File: config.mk
export PLATFORM = sky130hd
export DESIGN_NAME = counter_ctrl_flat
export DESIGN_NICKNAME = d
export VERILOG_FILES = /design/src/rtl/counter_pkg.sv /design/src/rtl/counter_ctrl_if.sv /design/src/rtl/counter_core.sv /design/src/rtl/counter_ctrl.sv /design/src/flat_wrapper.sv
export SDC_FILE = /design/constraint.sdc
export NUM_CORES = 1
export LEC_CHECK = 0
export BUFFER_PORTS_ARGS = -buffer_cell sky130_fd_sc_hd__buf_4
export CORE_UTILIZATION = 25
export DETAILED_ROUTE_END_ITERATION = 10
export HOLD_SLACK_MARGIN = 0.08
export PLACE_DENSITY_LB_ADDON = 0.2
export SYNTH_ARGS = -nofsm -noshare
export SYNTH_HDL_FRONTEND = slang
export SYNTH_HIERARCHICAL = 1
export SYNTH_SLANG_ARGS = --single-unit
File: constraint.sdc
create_clock -name clk -period 2.8 [get_ports clk]
set_clock_uncertainty 0.1 [all_clocks]
set_input_delay 0.42 -clock clk [delete_from_list [all_inputs] [get_ports clk]]
set_output_delay 0.42 -clock clk [all_outputs]
set_load 0.01 [all_outputs]
File: src/rtl/counter_pkg.sv
// Shared definitions for the programmable interval counter: FSM state encoding
// and the default counter width.
package counter_pkg;

    localparam int WIDTH_DEF = 8;

    typedef enum logic [1:0] {
        IDLE = 2'd0,
        RUN  = 2'd1,
        HOLD = 2'd2,
        DONE = 2'd3
    } state_e;

endpackage : counter_pkg

File: src/rtl/counter_ctrl_if.sv
// Host-side control/status bundle for counter_ctrl: configuration, run control
// and the registered count/status outputs.
interface counter_ctrl_if
    import counter_pkg::*;
#(
    parameter int WIDTH = WIDTH_DEF
);

    logic             cfg_we;
    logic [WIDTH-1:0] cfg_term;
    logic             cfg_auto;
    logic             start;
    logic             stop;
    logic             hold;
    logic [WIDTH-1:0] value;
    logic             busy;
    logic             done;
    logic             err;
    logic [1:0]       state;

    modport master (
        output cfg_we, cfg_term, cfg_auto, start, stop, hold,
        input  value, busy, done, err, state
    );

    modport slave (
        input  cfg_we, cfg_term, cfg_auto, start, stop, hold,
        output value, busy, done, err, state
    );

endinterface : counter_ctrl_if

File: src/rtl/counter_core.sv
// Count value register: asynchronous reset, synchronous clear (priority) and
// increment enable, wrapping modulo 2^WIDTH.
module counter_core
    import counter_pkg::*;
#(
    parameter int WIDTH = WIDTH_DEF
) (
    input  logic             clk,
    input  logic             reset,
    input  logic             clr_i,
    input  logic             en_i,
    output logic [WIDTH-1:0] value_o
);

    logic [WIDTH-1:0] value_q;
    logic [WIDTH-1:0] value_d;

    always_comb begin
        value_d = value_q;
        if (clr_i) begin
            value_d = '0;
        end else if (en_i) begin
            value_d = value_q + 1'b1;
        end
    end

    always_ff @(posedge clk or posedge reset) begin
        if (reset) begin
            value_q <= '0;
        end else begin
            value_q <= value_d;
        end
    end

    assign value_o = value_q;

endmodule : counter_core

File: src/rtl/counter_ctrl.sv
// Interval counter sequencer: start/stop/hold FSM, terminal-count detection
// with optional auto-reload, driving the counter_core value register.
module counter_ctrl
    import counter_pkg::*;
#(
    parameter int WIDTH = WIDTH_DEF
) (
    input  logic           clk,
    input  logic           reset,
    counter_ctrl_if.slave  bus
);

    state_e           state_q, state_d;
    logic [WIDTH-1:0] term_q,  term_d;
    logic             auto_q,  auto_d;
    logic             busy_q,  busy_d;
    logic             done_q,  done_d;
    logic             err_q,   err_d;
    logic             clr;
    logic             en;
    logic [WIDTH-1:0] value_w;

    counter_core #(
        .WIDTH (WIDTH)
    ) u_core (
        .clk     (clk),
        .reset   (reset),
        .clr_i   (clr),
        .en_i    (en),
        .value_o (value_w)
    );

    always_comb begin
        state_d = state_q;
        term_d  = term_q;
        auto_d  = auto_q;
        done_d  = 1'b0;
        err_d   = 1'b0;
        clr     = 1'b0;
        en      = 1'b0;

        // Configuration may only change while the counter is not running.
        if (bus.cfg_we) begin
            if (state_q == IDLE || state_q == DONE) begin
                term_d = bus.cfg_term;
                auto_d = bus.cfg_auto;
            end else begin
                err_d = 1'b1;
            end
        end

        case (state_q)
            IDLE, DONE: begin
                if (bus.start && !bus.stop) begin
                    clr     = 1'b1;
                    state_d = RUN;
                end
            end
            RUN: begin
                if (bus.stop) begin
                    state_d = IDLE;
                end else if (bus.hold) begin
                    state_d = HOLD;
                end else if (value_w == term_q) begin
                    done_d = 1'b1;
                    if (auto_q) begin
                        clr = 1'b1;
                    end else begin
                        state_d = DONE;
                    end
                end else begin
                    en = 1'b1;
                end
            end
            HOLD: begin
                // Leaving HOLD spends one edge without counting.
                if (bus.stop) begin
                    state_d = IDLE;
                end else if (!bus.hold) begin
                    state_d = RUN;
                end
            end
            default: state_d = IDLE;
        endcase

        busy_d = (state_d == RUN) || (state_d == HOLD);
    end

    always_ff @(posedge clk or posedge reset) begin
        if (reset) begin
            state_q <= IDLE;
            term_q  <= '0;
            auto_q  <= 1'b0;
            busy_q  <= 1'b0;
            done_q  <= 1'b0;
            err_q   <= 1'b0;
        end else begin
            state_q <= state_d;
            term_q  <= term_d;
            auto_q  <= auto_d;
            busy_q  <= busy_d;
            done_q  <= done_d;
            err_q   <= err_d;
        end
    end

    assign bus.value = value_w;
    assign bus.busy  = busy_q;
    assign bus.done  = done_q;
    assign bus.err   = err_q;
    assign bus.state = state_q;

endmodule : counter_ctrl

File: src/flat_wrapper.sv
// flat-port wrapper written by rule: the top's interface ports become plain ports
module counter_ctrl_flat import counter_pkg::*;
#(
    parameter int WIDTH = WIDTH_DEF
)
  (clk, reset, bus_cfg_we, bus_cfg_term, bus_cfg_auto, bus_start, bus_stop, bus_hold, bus_value, bus_busy, bus_done, bus_err, bus_state);
  counter_ctrl_if #(.WIDTH(WIDTH)) bus_i ();
  input  logic clk;
  input  logic reset;
  input wire logic [$bits(bus_i.cfg_we)-1:0] bus_cfg_we;
  input wire logic [$bits(bus_i.cfg_term)-1:0] bus_cfg_term;
  input wire logic [$bits(bus_i.cfg_auto)-1:0] bus_cfg_auto;
  input wire logic [$bits(bus_i.start)-1:0] bus_start;
  input wire logic [$bits(bus_i.stop)-1:0] bus_stop;
  input wire logic [$bits(bus_i.hold)-1:0] bus_hold;
  output wire logic [$bits(bus_i.value)-1:0] bus_value;
  output wire logic [$bits(bus_i.busy)-1:0] bus_busy;
  output wire logic [$bits(bus_i.done)-1:0] bus_done;
  output wire logic [$bits(bus_i.err)-1:0] bus_err;
  output wire logic [$bits(bus_i.state)-1:0] bus_state;
  assign bus_i.cfg_we = bus_cfg_we;
  assign bus_i.cfg_term = bus_cfg_term;
  assign bus_i.cfg_auto = bus_cfg_auto;
  assign bus_i.start = bus_start;
  assign bus_i.stop = bus_stop;
  assign bus_i.hold = bus_hold;
  assign bus_value = bus_i.value;
  assign bus_busy = bus_i.busy;
  assign bus_done = bus_i.done;
  assign bus_err = bus_i.err;
  assign bus_state = bus_i.state;
  counter_ctrl #(.WIDTH(WIDTH)) u_core (.clk(clk), .reset(reset), .bus(bus_i));
endmodule
# Yosys cells after proc, flatten, opt, wreduce, memory -nomap -nowiden
# Index checks and enable logic that the tools add are counted.
[word_totals]
regBits = 22
in_bits = 15
out_inout_bits = 13
[classes]
add_sub_neg = 1
eq_ne = 6
mux = 26
reduce_logical = 8
[ops]
columns = ["cell", "n"]
rows = [
  ["$mux 8", 2],
  ["$mux 1", 15],
  ["$mux 2", 7],
  ["$add 8x1->8 const B", 1],
  ["$eq 8x8->1", 1],
  ["$eq 2x2->1 const B", 3],
  ["$pmux 2 s3", 1],
  ["$eq 2x1->1 const B", 2],
  ["$logic_not 2->1", 1],
  ["$logic_or 1x1->1", 2],
  ["$pmux 1 s2", 1],
  ["$reduce_and 2->1", 1],
  ["$reduce_bool 2->1", 1],
  ["$reduce_or 2->1", 1],
  ["$logic_and 1x1->1", 1],
  ["$logic_not 1->1", 1],
]

# Longest topological paths before layout
# Gate-level depths: netlist of run 1.
[logic_depth]
ltp_word = 7
depth_mapped = 10

# Cells and area by module
# Netlist of run 1, hierarchy kept.
[modules_own_cells]
columns = ["module", "instances", "cells_each", "area_each_um2", "seq_area_each_um2"]
rows = [
  ["counter_ctrl", 1, 72, 803.3, 350.3],
  ["counter_core", 1, 38, 400.4, 200.2],
]

# Worst setup path after synthesis of run 1
# No wires, ideal clock.
[synth_path]
path_type = "reg-to-reg"
from = "register u_core.u_core.value_q[3] (netlist: u_core/u_core/value_o[3])"
to = "register u_core.u_core.value_q[5] (netlist: u_core/u_core/value_o[5])"
setup_ps = 77
t_arrival_ps = 2056
t_required_ps = 2623
slack_ps = 566
path_stages_with_launch = 9
path_buffers = 1
synth_period_minus_slack_ps = 2234
path_cell_list = "dfrtp_1 xor2_1 nor4_4 nand4_1 a21oi_1 buf_4 o2111ai_4 or3_1 a21oi_1"
[synth_via]
elab_chain_len = 6
elab_cells_between_ends = 13
cone_classes = "add/sub: 1; eq/ne: 1; mux: 10; reduce/logical: 1"
[synth_lines]
columns = ["item", "line_no", "rtl"]
rows = [
  ["from (decl)", "counter_core.sv:15", "logic [WIDTH-1:0] value_q;"],
  ["from (signal assigned)", "counter_core.sv:31", "value_q <= value_d;"],
  ["$eq 8x8->1 (*)", "counter_ctrl.sv:64", "end else if (value_w == term_q) begin"],
  ["$mux 1 (*)", "counter_ctrl.sv:64", ""],
  ["$mux 1 (*)", "counter_ctrl.sv:62", "end else if (bus.hold) begin"],
  ["$mux 1 (*)", "counter_ctrl.sv:60", "if (bus.stop) begin"],
  ["$pmux 1 s2 (*)", "counter_ctrl.sv:52", "case (state_q)"],
  ["via u_core.clr", "counter_ctrl.sv:19", "logic clr;"],
  ["$mux 8 / $reduce_bool 2->1 (equally long branches)", "n/a", ""],
]
# Mark *: on every way through the listed nets, which the timed path passes. The rest lies on a longest branch. The select of a mux whose other input is x is not followed.
# A chain may end at the register's enable or synchronous reset.

# Final worst setup path of run 1
# Ends and elaborated chain as after synthesis.

==> run_results.csv, run 1 <==
group,metric,value,unit
floorplan,start_util,0.267,
detailed_routing,first_iter_violations,32,
floorplan,dieHeight,71.4,um
finish,fin_cells,193,
sta,max_freq,414,MHz
detailed_routing,wirelength_met1,1110,um
worst_setup_path,end_kind,"flop",
worst_setup_path,criticalPathCategory,"reg2reg",
logic_synthesis,syn_area_per_cell,10.9,um^2
global_route,grt_pass1_wl,4430,um
logic_synthesis,synth_area_leaders,"dfrtp_1 (46%), mux2_2 (8.4%), xor2_1 (8.0%)",
logic_synthesis,yosysSeqAreaShare,0.457,
placed_design,dp_slack,0.390,ns
placed_design,place.gp.congestion,0.811,
clock_tree,cts_tree,"yes",
sta,finalCritPeriodShare,0.863,
global_route,grt_antenna_before_repair,0,
worst_setup_path,crit_fanout,7,
placed_design,placed_area,1470,um^2
worst_setup_path,cp.required,2.89,ns
finish,fin_nets,161,
clock_tree,numCtsBuffers,3,
clock_tree,numClockSinks,22,
clock_tree,post-cts-setup-buffers,0,
detailed_routing,first_pass_iters,7,
floorplan,io_pins,28,
detailed_routing,num_vias,944,
floorplan,die_area,5100,um^2
logic_synthesis,ys_types,30,
finish,fin_util,0.338,
detailed_routing,top_layer,"met4",
detailed_routing,avgViaCountPerCell,4.89,
logic_synthesis,yosysWarnings,6,
logic_synthesis,synth_top_area_cell,"dfrtp_1",
global_route,grt_start_max_net_pins,15,
floorplan,core_area,4500,um^2
sta,hold_viol_final,0,
status,outcome,"finished, violations left",
global_route,grt_usage,0.110,
finish,antenna_cells,0,
logic_synthesis,synth_nets,128,
sta,rsz0062_at_grt,"false",
power_and_ir_drop,power_per_cell_area,866,nW/um^2
detailed_routing,antenna_left,0,
worst_setup_path,crit_top_cell,"a21oi_1",
worst_setup_path,cp_num_buf_inv,0,
placed_design,dp_hpwl,2000,um
status,violations,"DRC",
clock_tree,clk_latency,0.26,ns
worst_setup_path,slowest_delay,0.47,ns
floorplan,die_x,71.4,um
sta,setup_viol_count_final,0,
hold_path,hold_class,"in2reg",
logic_synthesis,synth_area,1200,um^2
floorplan,placementRows,24,
logic_synthesis,ys_ff_latch,22,
power_and_ir_drop,leakage,0.687,nW
clock_tree,clock_path_buffers,2,
worst_setup_path,cp_slowest_cell,"dfrtp_1",
finish,drive_gt1_frac,0.326,
finish,area_growth,26.5,%
detailed_routing,drcViolationCount,3,
detailed_routing,wl_per_cell,13.3,um
logic_synthesis,synth_top_area_share,0.457,
finish,final_cell_area,1520,um^2
placed_design,dp.cells,189,
placed_design,io_buffers,27,
clock_tree,htree_levels,1,
sta,period_needed,2.42,ns
job,max_cap_violations,0,
power_and_ir_drop,ir_worst_vdd,0.302,mV
clock_tree,root_buffer,"clkbuf_8",
worst_setup_path,arrival,2.50,ns
logic_synthesis,synth_cells,110,
detailed_routing,wl_met3,161,um
worst_setup_path,cp-start-kind,"flop",
global_route,grt_pass1_vias,943,
worst_setup_path,path_cells,"xor2_1 -> nor4_4 -> nand4_1 -> a21oi_1 -> o2111ai_4 -> or3_1 -> a21oi_1",
clock_tree,path_clk_slew,0.07,ns
sta,max_slew_margin,0.631,
sta,slew_violations,0,
clock_tree,cts.repair.resized,0,
detailed_routing,wirelength,2580,um
sta,setup_ws,0.384,ns
detailed_routing,dr_wl_met2,1260,um
sta,setup-tns-final,0,ns
worst_setup_path,crit_family,"simple AND/OR/NAND/NOR gates",
global_route,grt_overflow_total,0,
sta,worst_slew_pin_slew,0.553,ns
finish,fillCellCount,495,
## placed cells by master (no fill, tap or decap), drive strengths merged, types with 2 or more instances in the layout
cell type	synthesis	final
a21oi	7	7
buf	2	29
clkbuf	0	3
dfrtp	22	22
ha	3	3
inv	5	5
mux2	9	9
mux2i	2	2
nand2	6	6
nand3	2	2
nand4	3	3
nor2	7	7
nor2b	5	5
nor3	4	4
nor4	2	2
o21ai	6	6
or3	3	3
xor2	11	11
## stage by stage
step | hold WS [ns] | power [mW]
after floorplan | 0.136 | 0.961
after global placement | 0.306 | 1.13
after detailed placement | 0.305 | 1.14
after CTS | 0.278 | 1.33
after global routing | 0.278 | 1.41
final | 0.285 | 1.32
## cells in the mapped netlist
cell / instances
xor2_1: 11
nor3_1: 4
ha_1: 3
nand2b_1: 1
o221a_2: 1
o21ai_0: 5
buf_4: 2
nand2_1: 5
o22ai_1: 1
a22oi_1: 1
or3_1: 3
nor4_4: 2
mux2_2: 9
o21bai_1: 1
mux2i_1: 2
inv_1: 5
o21ai_1: 1
nand4b_1: 1
nor2_1: 7
nand2_2: 1
or2_1: 1
nor2b_1: 5
o2111ai_4: 1
nand3_1: 2
xnor2_1: 1
dfrtp_1: 22
o311a_1: 1
a211oi_1: 1
nand4_1: 3
a21oi_1: 7
## worst register-to-register path, stage by stage (launching register included)
cell and delay, ns:
dfrtp_1 0.47, xor2_1 0.20, nor4_4 0.39, nand4_1 0.14, a21oi_1 0.31, o2111ai_4 0.19, or3_1 0.38, a21oi_1 0.15
## registers in the layout (all words and copies together), names as in the netlist
signal and flops:
u_core/auto_q 1, u_core/term_q 8, u_core/bus.state 2, u_core/bus.done 1, u_core/u_core/value_o 8, u_core/bus.err 1
u_core/bus.busy 1
## power breakdown
group | switching [mW] | internal (mW) | total, mW
Clock | 0.0951 | 0.0959 | 0.191
Combinational | 0.306 | 0.301 | 0.607
Sequential | 0.0957 | 0.426 | 0.521
## worst paths after layout
check | slack [ns] | to | cells after the start | from
setup / recovery | 0.38 | u_core/u_core/value_o[5]$_DFFE_PP0P_ | 7 | u_core/u_core/value_o[3]$_DFFE_PP0P_
hold / removal | 0.29 | u_core/bus.done$_DFF_PP0_ | 2 | bus_hold
setup reg to reg | 0.38 | u_core/u_core/value_o[5]$_DFFE_PP0P_ | 7 | u_core/u_core/value_o[3]$_DFFE_PP0P_
hold reg to reg | 0.43 | u_core/term_q[2]$_DFFE_PP0P_ | 1 | u_core/term_q[2]$_DFFE_PP0P_
max in group asynchronous | 1.56 | u_core/term_q[1]$_DFFE_PP0P_ | 3 | reset
min in group asynchronous | 0.58 | u_core/u_core/value_o[5]$_DFFE_PP0P_ | 3 | reset
## cells by family (layout without fill, tap and decap cells)
family | count (synthesis) | after routing | synth area share
and+or+nand+nor | 35 | 35 | 0.178
DFF | 22 | 22 | 0.457
AOI/OAI and AO/OA | 20 | 20 | 0.117
xor gates and xnor gates | 12 | 12 | 0.0873
muxes | 11 | 11 | 0.101
buffers and inverters | 7 | 38 | 0.0281
adders and majority gates | 3 | 3 | 0.0312
## metal layers
| layer | track usage | vias up |
|---|---|---|
| met5 | 0 | - |
| met1 | 0.148 | 460 |
| li1 | - | 452 |
| met3 | 0.0267 | 5 |
| met4 | 0.0400 | 0 |
| met2 | 0.172 | 27 |
## final cells by class
| type | instances | area (um^2) | area share |
|---|---|---|---|
| clock buffer | 3 | 41.3 | 0.0271 |
| inverter | 5 | 18.8 | 0.0123 |
| multi-input combinational | 81 | 619 | 0.407 |
| sequential | 22 | 551 | 0.362 |
| tap | 52 | 65.1 | 0.0427 |
| timing repair buffer | 30 | 228 | 0.150 |
## repair_timing
action                                  4_1_cts  5_1_grt
hold endpoints to repair                      8        0
endpoints found under the setup margin        0        0
hold buffers                                  1        0
No activity file was read; power rests on OpenSTA's default activity.
==> inputs of run 2 (changes only) <==
--- a/config.mk
+++ b/config.mk
@@ -10,6 +10,7 @@
 export DETAILED_ROUTE_END_ITERATION = 10
 export HOLD_SLACK_MARGIN = 0.08
 export PLACE_DENSITY_LB_ADDON = 0.2
+export RECOVER_POWER = 50
 export SYNTH_ARGS = -nofsm -noshare
 export SYNTH_HDL_FRONTEND = slang
 export SYNTH_HIERARCHICAL = 1
==> run 2 against run 1 <==
  * The run still ends with DRC left
  * Clock-buffer cell count is the same
  * Critical path depth unchanged
  * Register-to-register slack about the same
  * Non-clock buffer count unchanged
  * Routed wire length grew 0.12%
  * Sequential share of layout area is 0.45 points higher
  * Clock power barely moved
  * Total power decreased by 1.3%
  * Global-route usage unchanged
  * Combinational power fell by 3%
  * Via count down 0.42%
  * Critical path type unchanged
  * Critical endpoint unchanged
==> run_results.csv, run 2 (synthesis results as in run 1) <==
group,metric,value,unit
status,outcome,"finished, violations left",
status,violations,"DRC",
global_route,grt_usage,0.110,
clock_tree,root_buffer,"clkbuf_8",
floorplan,io_pins,28,
finish,final_cell_mix,"buf_4 (23), dfrtp_1 (22), xor2_1 (11)",
global_route,grt_antenna_before_repair,0,
detailed_routing,drcViolationCount,3,
power_and_ir_drop,power_per_cell_area,865,nW/um^2
power_and_ir_drop,total_power,1.30,mW
detailed_routing,wirelength,2580,um
sta,setup_viol_count_final,0,
finish,fin_util,0.334,
detailed_routing,wl_per_cell,13.4,um
placed_design,dp_hpwl,2000,um
clock_tree,numClockSinks,22,
clock_tree,htree_levels,1,
floorplan,dieHeight,71.4,um
detailed_routing,first_pass_iters,7,
sta,finalCritPeriodShare,0.863,
global_route,grt_pass1_wl,4430,um
detailed_routing,antenna_left,0,
sta,rsz0062_at_grt,"false",
power_and_ir_drop,ir_worst_vdd,0.301,mV
sta,max_slew_margin,0.631,
detailed_routing,num_vias,940,
power_and_ir_drop,leakage,0.667,nW
global_route,grt_use_met2,0.172,
clock_tree,cts.repair.resized,0,
sta,period_needed,2.42,ns
worst_setup_path,cp-start-kind,"flop",
floorplan,core_area,4500,um^2
finish,fin_nets,161,
worst_setup_path,cp.required,2.89,ns
global_route,grt_overflow_total,0,
sta,worst_slew_pin_slew,0.552,ns
worst_setup_path,arrival,2.50,ns
clock_tree,clk_latency,0.26,ns
clock_tree,post-cts-setup-buffers,0,
finish,drive_gt1_frac,0.291,
global_route,grt.busiest_layer,"met2",
clock_tree,numCtsBuffers,3,
finish,area_growth,24.9,%
sta,max_freq,414,MHz
floorplan,die_area,5100,um^2
placed_design,place.gp.congestion,0.811,
sta,hold_viol_final,0,
sta,setup-tns-final,0,ns
finish,final_common_cell,"buf_4",
worst_setup_path,criticalPathCategory,"reg2reg",
placed_design,io_buffers,27,
finish,antenna_cells,0,
worst_setup_path,crit_fanout,7,
global_route,grt_start_max_net_pins,15,
clock_tree,path_clk_slew,0.07,ns
clock_tree,clock_path_buffers,2,
detailed_routing,first_iter_violations,31,
global_route,met3_usage,0.0267,
sta,slew_violations,0,
job,max_cap_violations,0,
hold_path,hold_class,"in2reg",
global_route,grtUsageMet1,0.148,
floorplan,start_util,0.267,
detailed_routing,avgViaCountPerCell,4.87,
clock_tree,cts_tree,"yes",
floorplan,placementRows,24,
worst_setup_path,end_kind,"flop",
global_route,grt_pass1_vias,943,
floorplan,die_x,71.4,um
## run 2: cell count changes in the layout (fill, tap and decap cells not counted), sizes merged
cell | before | now
buf | 29 | 23
clkbuf | 3 | 9
## run 2: cell type report
class,count,area [um^2]
clock buffer,3,41.3
inverter,5,18.8
fill,500,3000
tap,52,65.1
timing repair buffer,30,209
sequential,22,551
multi-input combinational,81,619
## run 2: what timing repair did
item	in CTS	in global routing
hold endpoints to repair	8	0
setup endpoints to repair	0	0
hold buffers	1	0
## run 2: worst paths after layout
kind	cells past startpoint	from	slack [ns]	end
min reg2reg	1	u_core/term_q[2]$_DFFE_PP0P_	0.43	u_core/term_q[2]$_DFFE_PP0P_
min	2	bus_hold	0.28	u_core/bus.done$_DFF_PP0_
min in group asynchronous	3	reset	0.58	u_core/u_core/value_o[5]$_DFFE_PP0P_
max	7	u_core/u_core/value_o[3]$_DFFE_PP0P_	0.38	u_core/u_core/value_o[5]$_DFFE_PP0P_
max reg2reg	7	u_core/u_core/value_o[3]$_DFFE_PP0P_	0.38	u_core/u_core/value_o[5]$_DFFE_PP0P_
max in group asynchronous	3	reset	1.56	u_core/term_q[1]$_DFFE_PP0P_
## run 2: layer usage
metal | part of all wire | up-vias
li1 | - | 452
met1 | 0.44 | 456
met2 | 0.49 | 27
met3 | 0.061 | 5
met4 | 0.014 | 0
met5 | 0 | -
## run 2: stage by stage
step	hold slack (ns)	setup WS, ns	instances	cell area (um^2)
floorplan	0.136	0.566	110	1200
global placement	0.306	0.525	189	1470
detailed placement	0.305	0.390	189	1470
CTS	0.278	0.383	193	1520
global route	0.278	0.183	193	1500
finish	0.284	0.384	193	1500
## run 2: worst max-delay path, stage by stage (launching register included)
cell and delay (ns):
dfrtp_1 0.47, xor2_1 0.20, nor4_4 0.39, nand4_1 0.14, a21oi_1 0.31, o2111ai_4 0.19, or3_1 0.38, a21oi_1 0.15
## run 2: report_power, final
group	internal [mW]	switching, mW	leakage (nW)
logic	0.284	0.305	0.364
clock network	0.0959	0.0951	0.0216
registers	0.426	0.0951	0.281
==> inputs of run 3 (changes only) <==
==> constraint.sdc (replaced) <==
create_clock -name clk -period 2.4 [get_ports clk]
set_clock_uncertainty 0.1 [all_clocks]
set_input_delay 0.36 -clock clk [delete_from_list [all_inputs] [get_ports clk]]
set_output_delay 0.36 -clock clk [all_outputs]
set_load 0.01 [all_outputs]
==> run 3 against run 2 <==
  * The run still ends with DRC left
  * Setup slack got worse by 0.25 ns
  * Clock-buffer cell count unchanged
  * Register-to-register slack worse by 0.25 ns
  * Combinational power rose by 25%
  * Critical path type unchanged
  * Largest cell class unchanged
==> run_results.csv, run 3 (synthesis results as in run 1) <==
group,metric,value,unit
power_and_ir_drop,power_per_cell_area,1000,nW/um^2
finish,antenna_cells,0,
sta,worst_slew_pin_slew,0.609,ns
finish,drive_gt1_frac,0.329,
clock_tree,clk_latency,0.26,ns
placed_design,place.gp.congestion,0.778,
power_and_ir_drop,total_power,1.55,mW
finish,final_common_cell,"buf_4",
detailed_routing,first_pass_iters,7,
worst_setup_path,cp.required,2.48,ns
clock_tree,clock_path_buffers,2,
worst_setup_path,crit_fanout,6,
worst_setup_path,timing.rr.start,"u_core/u_core/value_o[4]$_DFFE_PP0P_",
floorplan,dieHeight,71.4,um
detailed_routing,num_vias,980,
worst_setup_path,arrival,2.35,ns
worst_setup_path,rr_endpoint,"u_core/u_core/value_o[5]$_DFFE_PP0P_",
clock_tree,numClockSinks,22,
detailed_routing,drcViolationCount,3,
power_and_ir_drop,power_frac_comb,0.478,
floorplan,placementRows,24,
global_route,grt_pass1_wl,4440,um
floorplan,io_pins,28,
sta,setup_viol_count_final,0,
power_and_ir_drop,p_switching,0.583,mW
worst_setup_path,end_kind,"flop",
placed_design,io_buffers,27,
hold_path,holdPathEnd,"u_core/bus.done$_DFF_PP0_",
finish,area_growth,28.5,%
finish,fillCellCount,476,
detailed_routing,dr_wl_met2,1330,um
worst_setup_path,startpoint,"u_core/u_core/value_o[4]$_DFFE_PP0P_",
clock_tree,numCtsBuffers,3,
global_route,grt_pass1_vias,968,
finish,fin_nets,166,
finish,fin_cells,198,
detailed_routing,wl_per_cell,13.6,um
job,max_cap_violations,0,
worst_setup_path,cp-start-kind,"flop",
detailed_routing,wirelength,2700,um
floorplan,start_util,0.267,
status,violations,"DRC",
floorplan,core_area,4500,um^2
sta,max_freq,441,MHz
global_route,grt_overflow_total,0,
floorplan,die_area,5100,um^2
detailed_routing,wirelength_met1,1180,um
power_and_ir_drop,leakage,0.692,nW
sta,period_needed,2.27,ns
global_route,grt_antenna_before_repair,0,
clock_tree,root_buffer,"clkbuf_8",
detailed_routing,first_iter_violations,74,
hold_path,hold_class,"in2reg",
hold_path,hold_start,"bus_hold",
worst_setup_path,cp_slowest_cell,"dfrtp_2",
detailed_routing,avgViaCountPerCell,4.95,
detailed_routing,top_layer,"met4",
power_and_ir_drop,p_int,0.965,mW
power_and_ir_drop,sw_frac_of_total,0.377,
placed_design,dp_hpwl,2060,um
power_and_ir_drop,ir_worst_vdd,0.359,mV
detailed_routing,antenna_left,0,
power_and_ir_drop,sequentialPowerShare,0.381,
global_route,grt_start_max_net_pins,15,
worst_setup_path,criticalPathCategory,"reg2reg",
hold_path,worstHoldPathCells,2,
power_and_ir_drop,clock_power_share,0.142,
clock_tree,htree_levels,1,
clock_tree,cts_tree,"yes",
status,outcome,"finished, violations left",
worst_setup_path,slowest_delay,0.47,ns
worst_setup_path,path_cells,"xor2_1 -> nor4_4 -> nand4_1 -> a21oi_2 -> o2111ai_4 -> or3_1 -> a21oi_1",
detailed_routing,wl_met3,144,um
clock_tree,path_clk_slew,0.07,ns
finish,final_cell_mix,"buf_4 (28), dfrtp_1 (21), xor2_1 (11)",
worst_setup_path,r2r_slack,0.13,ns
sta,max_slew_margin,0.594,
global_route,grt_usage,0.114,
sta,setup-tns-final,0,ns
sta,rsz0062_at_grt,"false",
sta,finalCritPeriodShare,0.945,
placed_design,dp.cells,193,
floorplan,die_x,71.4,um
sta,slew_violations,0,
worst_setup_path,worstRegToRegCells,7,
sta,hold_viol_final,0,
run 3: changes by cell type in the layout (fill, tap and decap cells not counted):
cell / previous run / this run
buf_4: 23 / 28
a21oi_1: 7 / 6
a21oi_2: 0 / 1
dfrtp_1: 22 / 21
dfrtp_2: 0 / 1
run 3: worst max-delay path by stage:
stage	endpoint	cells past startpoint	slack, ns
finish	u_core/u_core/value_o[5]$_DFFE_PP0P_	7	0.13
global route	u_core/u_core/value_o[5]$_DFFE_PP0P_	7	0.002
CTS	u_core/u_core/value_o[5]$_DFFE_PP0P_	7	0.04
detailed placement	u_core/u_core/value_o[5]$_DFFE_PP0P_	7	0.07
global placement	u_core/u_core/value_o[7]$_DFFE_PP0P_	7	0.17
floorplan	u_core/u_core/value_o[5]$_DFFE_PP0P_	8	0.17
run 3: final cells by class:
class	instances	area, um^2	area share
multi-input combinational	81	623	0.403
inverter	5	18.8	0.0121
timing repair buffer	35	246	0.159
clock buffer	3	41.3	0.0267
tap	52	65.1	0.0421
sequential	22	552	0.357
run 3: through the flow:
stage	area [um^2]	setup WS [ns]	hold WS, ns	utilization
floorplan	1200	0.166	0.0757	-
global placement	1500	0.170	0.240	0.333
global route	1550	0.00206	0.216	0.343
CTS	1550	0.0388	0.222	0.345
detailed placement	1500	0.0677	0.245	0.333
finish	1550	0.132	0.229	0.343
run 3: critical path: cells and delay by family, from the launching register on:
kind	cells	cell delay, ns
AND/OR/NAND/NOR	3	0.86
AO/OA/AOI/OAI	3	0.59
flip-flops	1	0.47
XOR/XNOR	1	0.18
run 3: power groups by stage:
stage / Combinational [mW] / Sequential (mW) / Clock, mW
after CTS: 0.757 / 0.590 / 0.230
after detailed placement: 0.752 / 0.598 / 0
final: 0.739 / 0.590 / 0.219
after floorplan: 0.509 / 0.612 / 0
after global routing: 0.819 / 0.607 / 0.250
after global placement: 0.739 / 0.595 / 0
run 3: what timing repair did:
action / CTS / global route
hold buffers: 1 / 0
endpoints found under the setup margin: 0 / 2
buffers inserted: 0 / 1
resized for setup: 0 / 2
hold endpoints to repair: 18 / 0
run 3: routing by layer:
layer,vias up,global-route usage
li1,466,-
met1,483,0.142
met2,27,0.189
met3,4,0.0267
met4,0,0.0467
met5,-,0
